--- src/rtl/frame_pkg.sv ---
// Shared definitions for the serial frame receiver: frame constants and FSM states.
package frame_pkg;
    localparam int         MAX_BYTES = 16;
    localparam int         SIZE_BITS = 4;
    localparam logic       START_BIT = 1'b1;
    localparam logic       STOP_BIT  = 1'b0;
    localparam logic [7:0] CRC_POLY  = 8'h07;

    typedef enum logic [2:0] {
        ST_IDLE,
        ST_START,
        ST_SIZE,
        ST_DATA,
        ST_CRC,
        ST_STOP,
        ST_DONE
    } state_t;
endpackage

--- src/rtl/crc8_serial.sv ---
// Bit-serial CRC-8, MSB first, no reflection; clear wins over enable.
module crc8_serial
    import frame_pkg::*;
(
    input  logic       clk,
    input  logic       rst_n,
    input  logic       clear,
    input  logic       enable,
    input  logic       bit_in,
    output logic [7:0] crc_out
);
    logic [7:0] crc_q;
    logic       fb;

    assign fb = crc_q[7] ^ bit_in;

    always_ff @(posedge clk or negedge rst_n) begin
        if (!rst_n)      crc_q <= 8'h00;
        else if (clear)  crc_q <= 8'h00;
        else if (enable) crc_q <= {crc_q[6:0], 1'b0} ^ (fb ? CRC_POLY : 8'h00);
    end

    assign crc_out = crc_q;
endmodule

--- src/rtl/frame_receiver.sv ---
// Serial frame receiver: start, 4-bit size, 1-15 data bytes, CRC-8, stop; each bit
// held for baudrate cycles and sampled mid-bit after a 2-flop synchronizer.
module frame_receiver #(
    parameter int MAX_BYTES = frame_pkg::MAX_BYTES
) (
    input  logic                   clk,
    input  logic                   rst_n,
    input  logic                   RX,
    input  logic [7:0]             baudrate,
    output logic                   RXI,
    output logic [3:0]             framesize,
    output logic [MAX_BYTES*8-1:0] framebits,
    output logic                   frame_valid,
    output logic                   crc_ok,
    output logic                   frame_err
);
    import frame_pkg::*;

    logic                   rx_meta_q, rx_s_q, rx_prev_q;
    state_t                 state_q, state_d;
    logic [7:0]             baud_q, baud_d;
    logic [7:0]             cnt_q, cnt_d;
    logic [2:0]             bit_q, bit_d;
    logic [3:0]             byte_q, byte_d;
    logic [2:0]             size_sh_q, size_sh_d;
    logic [3:0]             framesize_q, framesize_d;
    logic [MAX_BYTES*8-1:0] framebits_q, framebits_d;
    logic [6:0]             rcrc_q, rcrc_d;
    logic                   crc_ok_q, crc_ok_d;
    logic                   err_q, err_d;
    logic                   crc_clr, crc_en;
    logic [7:0]             crc_val;
    logic [3:0]             size_new;

    always_ff @(posedge clk or negedge rst_n) begin
        if (!rst_n) begin
            rx_meta_q <= 1'b0;
            rx_s_q    <= 1'b0;
            rx_prev_q <= 1'b0;
        end else begin
            rx_meta_q <= RX;
            rx_s_q    <= rx_meta_q;
            rx_prev_q <= rx_s_q;
        end
    end

    crc8_serial u_crc (
        .clk    (clk),
        .rst_n  (rst_n),
        .clear  (crc_clr),
        .enable (crc_en),
        .bit_in (rx_s_q),
        .crc_out(crc_val)
    );

    assign size_new = {size_sh_q, rx_s_q};

    always_comb begin
        state_d     = state_q;
        baud_d      = baud_q;
        cnt_d       = cnt_q;
        bit_d       = bit_q;
        byte_d      = byte_q;
        size_sh_d   = size_sh_q;
        framesize_d = framesize_q;
        framebits_d = framebits_q;
        rcrc_d      = rcrc_q;
        crc_ok_d    = crc_ok_q;
        err_d       = 1'b0;
        crc_clr     = 1'b0;
        crc_en      = 1'b0;
        case (state_q)
            ST_IDLE: begin
                if (rx_s_q && !rx_prev_q && baudrate >= 8'd2) begin
                    // countdown hits zero exactly h cycles after the edge cycle
                    state_d     = ST_START;
                    baud_d      = baudrate;
                    cnt_d       = (baudrate >> 1) - 8'd1;
                    bit_d       = 3'd0;
                    byte_d      = 4'd0;
                    framebits_d = '0;
                    crc_ok_d    = 1'b0;
                    crc_clr     = 1'b1;
                end
            end
            ST_DONE: state_d = ST_IDLE;
            default: begin
                if (cnt_q == 8'd0) begin
                    cnt_d = baud_q - 8'd1;
                    case (state_q)
                        ST_START: state_d = (rx_s_q == START_BIT) ? ST_SIZE : ST_IDLE;
                        ST_SIZE: begin
                            crc_en    = 1'b1;
                            size_sh_d = {size_sh_q[1:0], rx_s_q};
                            bit_d     = bit_q + 3'd1;
                            if (bit_q == 3'(SIZE_BITS - 1)) begin
                                framesize_d = size_new;
                                bit_d       = 3'd0;
                                if (size_new == 4'd0) begin
                                    err_d   = 1'b1;
                                    state_d = ST_IDLE;
                                end else begin
                                    state_d = ST_DATA;
                                end
                            end
                        end
                        ST_DATA: begin
                            // byte k, bit b lands at (15-k)*8 + (7-b)
                            crc_en                          = 1'b1;
                            framebits_d[{~byte_q, ~bit_q}]  = rx_s_q;
                            bit_d                           = bit_q + 3'd1;
                            if (bit_q == 3'd7) begin
                                if (byte_q == framesize_q - 4'd1) state_d = ST_CRC;
                                else                              byte_d  = byte_q + 4'd1;
                            end
                        end
                        ST_CRC: begin
                            rcrc_d = {rcrc_q[5:0], rx_s_q};
                            bit_d  = bit_q + 3'd1;
                            if (bit_q == 3'd7) begin
                                crc_ok_d = ({rcrc_q, rx_s_q} == crc_val);
                                state_d  = ST_STOP;
                            end
                        end
                        ST_STOP: begin
                            if (rx_s_q == STOP_BIT) begin
                                state_d = ST_DONE;
                            end else begin
                                err_d   = 1'b1;
                                state_d = ST_IDLE;
                            end
                        end
                        default: state_d = ST_IDLE;
                    endcase
                end else begin
                    cnt_d = cnt_q - 8'd1;
                end
            end
        endcase
    end

    always_ff @(posedge clk or negedge rst_n) begin
        if (!rst_n) begin
            state_q     <= ST_IDLE;
            baud_q      <= 8'd0;
            cnt_q       <= 8'd0;
            bit_q       <= 3'd0;
            byte_q      <= 4'd0;
            size_sh_q   <= 3'd0;
            framesize_q <= 4'd0;
            framebits_q <= '0;
            rcrc_q      <= 7'd0;
            crc_ok_q    <= 1'b0;
            err_q       <= 1'b0;
        end else begin
            state_q     <= state_d;
            baud_q      <= baud_d;
            cnt_q       <= cnt_d;
            bit_q       <= bit_d;
            byte_q      <= byte_d;
            size_sh_q   <= size_sh_d;
            framesize_q <= framesize_d;
            framebits_q <= framebits_d;
            rcrc_q      <= rcrc_d;
            crc_ok_q    <= crc_ok_d;
            err_q       <= err_d;
        end
    end

    assign RXI         = (state_q == ST_IDLE);
    assign frame_valid = (state_q == ST_DONE);
    assign framesize   = framesize_q;
    assign framebits   = framebits_q;
    assign crc_ok      = crc_ok_q;
    assign frame_err   = err_q;
endmodule

--- config.mk ---
export PLATFORM = sky130hd
export DESIGN_NAME = frame_receiver
export DESIGN_NICKNAME = d
export VERILOG_FILES = /design/src/rtl/frame_pkg.sv /design/src/rtl/crc8_serial.sv /design/src/rtl/frame_receiver.sv
export SDC_FILE = /design/constraint.sdc
export NUM_CORES = 1
export LEC_CHECK = 0
export ABC_AREA = 0
export CAP_MARGIN = 5
export CORE_UTILIZATION = 50
export DETAILED_ROUTE_END_ITERATION = 12
export DONT_BUFFER_PORTS = 1
export SYNTH_ARGS = -nofsm -noshare
export SYNTH_HDL_FRONTEND = slang
export SYNTH_SLANG_ARGS = --single-unit
export TNS_END_PERCENT = 20
--- constraint.sdc ---
create_clock -name clk -period 2.8 [get_ports clk]
set_input_delay 0.28 -clock clk [delete_from_list [all_inputs] [get_ports clk]]
set_output_delay 0.28 -clock clk [all_outputs]
set_load 0.02 [all_outputs]
### Word-level counts from Yosys, hierarchy flattened

Cells that the tools add are included.

* $add $sub $neg: 6
* order comparisons: 3
* eq/ne operators: 16
* mux-type cells: 51
* bitwise logic cells: 6
* reduce and logical (&&, ||, !) cells: 27

Operators with widths (number)
* $mux W128: 3
* $pmux W128 S2: 1
* $bwmux W128: 1
* $mux W3: 11
* $mux W8: 4
* $mux W4: 5
* $pmux W3 S2: 3
* $ne A4 B4 Y1 const B: 4
* $pmux W8 S2: 1
* $sub A8 B1 Y8 const B: 2
* $mux W1: 15
* $pmux W3 S5: 1
* $eq A3 B3 Y1 const B: 4
* $reduce_and A4 Y1: 3
* $reduce_and A6 Y1: 2
* $reduce_bool A2 Y1: 5
* $eq A3 B2 Y1 const B: 3
* $eq A8 B8 Y1: 1
* $ge A8 B2 Y1 const B: 1
* $logic_not A8 Y1: 1
* $lt A7 B8 Y1 const B: 1
* $pmux W4 S2: 1
* $sub A7 B1 Y8 const B: 1
* $xor A8 B8 Y8: 1
* 24 further kinds: 34

* flip-flop bits (word level): 181
* output and inout bits: 136
* word-level logic and storage cells: 124

### Longest topological paths before layout

* word-level depth: 9
* depth in mapped cells: 10

### Modules after synthesis

A second synthesis with hierarchy kept.

* cell total of the unflattened synthesis: 927
* area total of the unflattened synthesis: 9216.3 um^2

Modules (own cells, without submodules)
* frame_receiver: instances 1, cells an instance 895, area an instance 8843.5 um^2
* crc8_serial: instances 1, cells an instance 32, area an instance 372.9 um^2

### Worst setup path after synthesis

No wires, ideal clock.

* path kind: reg2reg
* from: reg state_q[1]
* to: reg baud_q[5]
* setup time: 0.125 ns
* arrival: 2.062 ns
* required time: 2.675 ns
* slack: 0.613 ns
* cell stages (with the launch flop): 7
* buffers on the path: 3
* path through: dfrtp_1 or3_1 buf_4 clkbuf_1 nor2_1 buf_2 mux2_2

* word-level cells in the longest chain between the ends: 2

Ends and longest elaborated chain
* from (decl): RTL line frame_receiver.sv:20 `state_t state_q, state_d;`
* from (signal assigned): RTL line frame_receiver.sv:156 `state_q <= state_d;`
* $logic_not A3 Y1: RTL line frame_receiver.sv:72 `case (state_q)`
* $reduce_and A2 Y1 (no source line)
* to (signal assigned): RTL line frame_receiver.sv:157 `baud_q <= baud_d;`
* to (decl): RTL line frame_receiver.sv:21 `logic [7:0] baud_q, baud_d;`

Every way passes these cells.
A chain may end at the register's enable or synchronous reset.

### Worst setup path after layout

* from: reg state_q[1]
* to: reg framebits_q[84] (netlist: framebits[84])

* word-level cells in the longest chain between the ends: 3

Ends and longest elaborated chain
* $eq A3 B2 Y1 (tied with other cells): RTL line frame_receiver.sv:90 `case (state_q)`
* $reduce_bool A2 Y1 (no source line) (tied with other cells)
* $reduce_and A4 Y1 (no source line)
* to (signal assigned): RTL line frame_receiver.sv:163 `framebits_q <= framebits_d;`
* to (decl): RTL line frame_receiver.sv:27 `logic [MAX_BYTES*8-1:0] framebits_q, framebits_d;`

Parallel ways exist; a longest one is shown, timed or not.

==> flow_metrics.env <==
export IMPL_status="complete, but fails checks"
export IMPL_violations="negative hold slack"
export IMPL_setup_viol_count_final=0
export IMPL_slew_violations=0
export IMPL_htree_levels=4
export IMPL_holdBufCountCts=9
export IMPL_clk_path_buf_depth=2
export IMPL_grt_use_total_pct=29.5
export IMPL_dp_hpwl_mm=16.3
export IMPL_clkTransAtPathRegs_ns=0.07
export IMPL_port_buffers=0
export IMPL_max_clock_freq_ghz=0.391
export IMPL_die_area_mm2=0.0179
export IMPL_crit_chain="or3_1, inv_4, buf_4, a21oi_1, o21ai_0, o21ai_0"
export IMPL_slew_headroom_pct=39.0
export IMPL_p_per_area_mw_per_mm2=576
export IMPL_drt_iter0_drc=710
export IMPL_ys_async_sr_fraction_pct=100
export IMPL_first_pass_iters=5
export IMPL_fin_worst_skew_ns=0.0123
export IMPL_place_gp_congestion=0.889
export IMPL_overflow=0
export IMPL_synth_seq_area_share_pct=52.2
export IMPL_n_fill_cell=1514
export IMPL_die_h_um=134
export IMPL_clk_latency_ns=0.44
export IMPL_period_share_pct=91.4
export IMPL_clockRootBuffer="clkbuf_16"
export IMPL_drv_cap=0
export IMPL_worst_ep_arrival_time_ns=2.87
export IMPL_synth_edf_count=0
export IMPL_numCtsBuffers=17
export IMPL_area_delta_synth_final_pct=10.6
export IMPL_antenna_found_initial=0
export IMPL_cts_tree="done"
export IMPL_cts_resized=0
export IMPL_ff_latch_area_mm2=0.00453
export IMPL_min_delay_path_class="in -> async"
export IMPL_core_mm2=0.0168
export IMPL_multi_input_area_mm2=0.00381
export IMPL_grt_max_degree=182
export IMPL_tns_ns=0
export IMPL_postRouteAntennaNets=0
export IMPL_holdWs_ns=-0.469
export IMPL_rows=47
export IMPL_final_layout_size_suffix_gt1_share_pct=11.1
export IMPL_grt_pass1_vias=7089
export IMPL_fin_nets=930
export IMPL_cp_max_fo=88
export IMPL_viasPerCell=6.50
export IMPL_synth_net_count=948
export IMPL_layout_commonest_cell="o21ai_0"
export IMPL_endpoint_kind="flop"
export IMPL_syn_avg_cell_area_um2=9.34
export IMPL_drcViolationCount=0
export IMPL_vias=7447
export IMPL_ys_warn_count=0
export IMPL_io_pins=147
export IMPL_cp_required_ns=3.11
export IMPL_crit_path_top_delay_cell="buf_4"
export IMPL_final_hold_viol_count=181
export IMPL_min_period_ns=2.56
export IMPL_path_common_cell="o21ai_0"
export IMPL_start_kind="flop"
export IMPL_synthFlopType="dfrtp_1"
export IMPL_fp_dieW_um=134
export IMPL_path_class="reg -> reg"
export IMPL_synth_cells=930
export IMPL_layout_common_cells="o21ai_0 (264), dfrtp_1 (181), a21oi_1 (142)"
export IMPL_post_cts_setup_buffers=0
export IMPL_max_stage_delay_ns=0.74
export IMPL_synthDistinctLibCells=56
export IMPL_synth_seq_cells=181
export IMPL_rsz0062_at_grt="no"
export IMPL_start_util_pct=51.8
export IMPL_diodes=0
export IMPL_syn_cell_area_mm2=0.00868
export IMPL_tightest_slew_ns=0.911
export IMPL_numClockSinks=181
export IMPL_cp_top_family="buffers and inverters"
export IMPL_leakage_nw=3.96
export IMPL_grt_pass1_wl_mm=40.3
export IMPL_ir_drop_mv=0.421
export IMPL_wl_per_cell_um=22.6
export IMPL_path_buf_inv=2
export IMPL_drt_total_wl_mm=25.9
metrics by stage:
step	utilization, %	area (um2)	setup WS [ns]	total power [mW]	instances
after floorplan	-	8680	0.613	3.00	930
after global placement	53.2	8920	0.421	3.14	1104
after detailed placement	53.2	8920	0.317	3.14	1104
after CTS	57.3	9600	0.322	5.55	1145
after global routing	57.3	9600	0.116	5.69	1145
final	57.3	9600	0.240	5.53	1145
cell type report:
cell class	count	area share [%]
inverter	10	0.417
clock inverter	9	1.25
sequential	181	47.2
multi-input combinational	659	39.7
timing repair buffer	43	3.73
clock buffer	23	4.87
tap	220	2.87
layer usage:
layer  track usage [%]  routed length (um)
met4              11.4                 659
met2              47.6               12600
met3              7.94                2270
met5                 0                   0
met1              38.0               10400
Yosys cell counts, types with 2 or more instances:
cell	n	share of area, %
a211oi_1	6	0.52
nor4_1	6	0.43
o21ai_1	3	0.17
nor2b_1	9	0.65
o21ai_0	264	15
nor3_1	7	0.40
o22ai_1	2	0.14
xnor2_1	9	0.91
buf_1	16	0.69
a31oi_1	3	0.22
o221ai_1	3	0.30
o31ai_1	2	0.17
a211o_1	2	0.20
nor3b_1	4	0.35
buf_2	14	0.81
o41ai_1	2	0.20
mux2_2	25	3.2
or2_2	4	0.29
inv_1	9	0.39
clkbuf_1	48	2.1
nand2_1	45	1.9
ha_1	7	1.0
nor2_1	21	0.91
nor4b_1	4	0.40
dfrtp_1	181	52
mux2i_1	5	0.58
o211ai_1	2	0.17
nand4_1	10	0.72
nand3_1	11	0.63
or4_1	2	0.17
a31o_2	2	0.20
a21oi_1	142	8.2
or3_1	2	0.14
a311o_1	3	0.35
and3_1	7	0.50
xor2_1	11	1.1
and2_1	12	0.86
a21o_1	2	0.17
nand2b_1	6	0.43
kinds of logic (layout without fill, tap and decap cells):
kind of cell | after synthesis | after routing | synth area share, %
simple gates | 151 | 151 | 8.98
xor+xnor | 20 | 20 | 2.02
fa+ha+maj | 7 | 7 | 1.01
buf+inv | 90 | 85 | 4.22
compound gates | 451 | 451 | 27.8
flops | 181 | 181 | 52.2
mux | 30 | 30 | 3.82
where the power goes:
| part | internal, mW | total [mW] | switching [mW] |
|---|---|---|---|
| Sequential | 2.65 | 2.72 | 0.0681 |
| Clock | 1.37 | 2.42 | 1.04 |
| Combinational | 0.149 | 0.396 | 0.247 |
registers in the layout, summed over array words and instances, names as in the netlist:
register / count
rx_meta_q: 1
byte_q: 4
rx_s_q: 1
framebits: 128
state_q: 3
cnt_q: 8
u_crc.crc_out: 8
crc_ok: 1
bit_q: 3
baud_q: 8
frame_err: 1
rcrc_q: 7
framesize: 4
size_sh_q: 3
rx_prev_q: 1
final timing paths:
kind                             start        endpoint  slack (ns)  depth (start not counted)
setup / recovery            state_q[1]   framebits[84]        0.24                          6
hold / removal                   rst_n   framebits[37]       -0.47                          0
setup reg to reg            state_q[1]   framebits[84]        0.24                          6
hold reg to reg              rx_meta_q          rx_s_q        0.38                          0
max in group asynchronous        rst_n  framebits[112]        3.03                          0
min in group clk           baudrate[4]        cnt_q[3]        0.22                          4
Power figures use the tool's default switching activity.
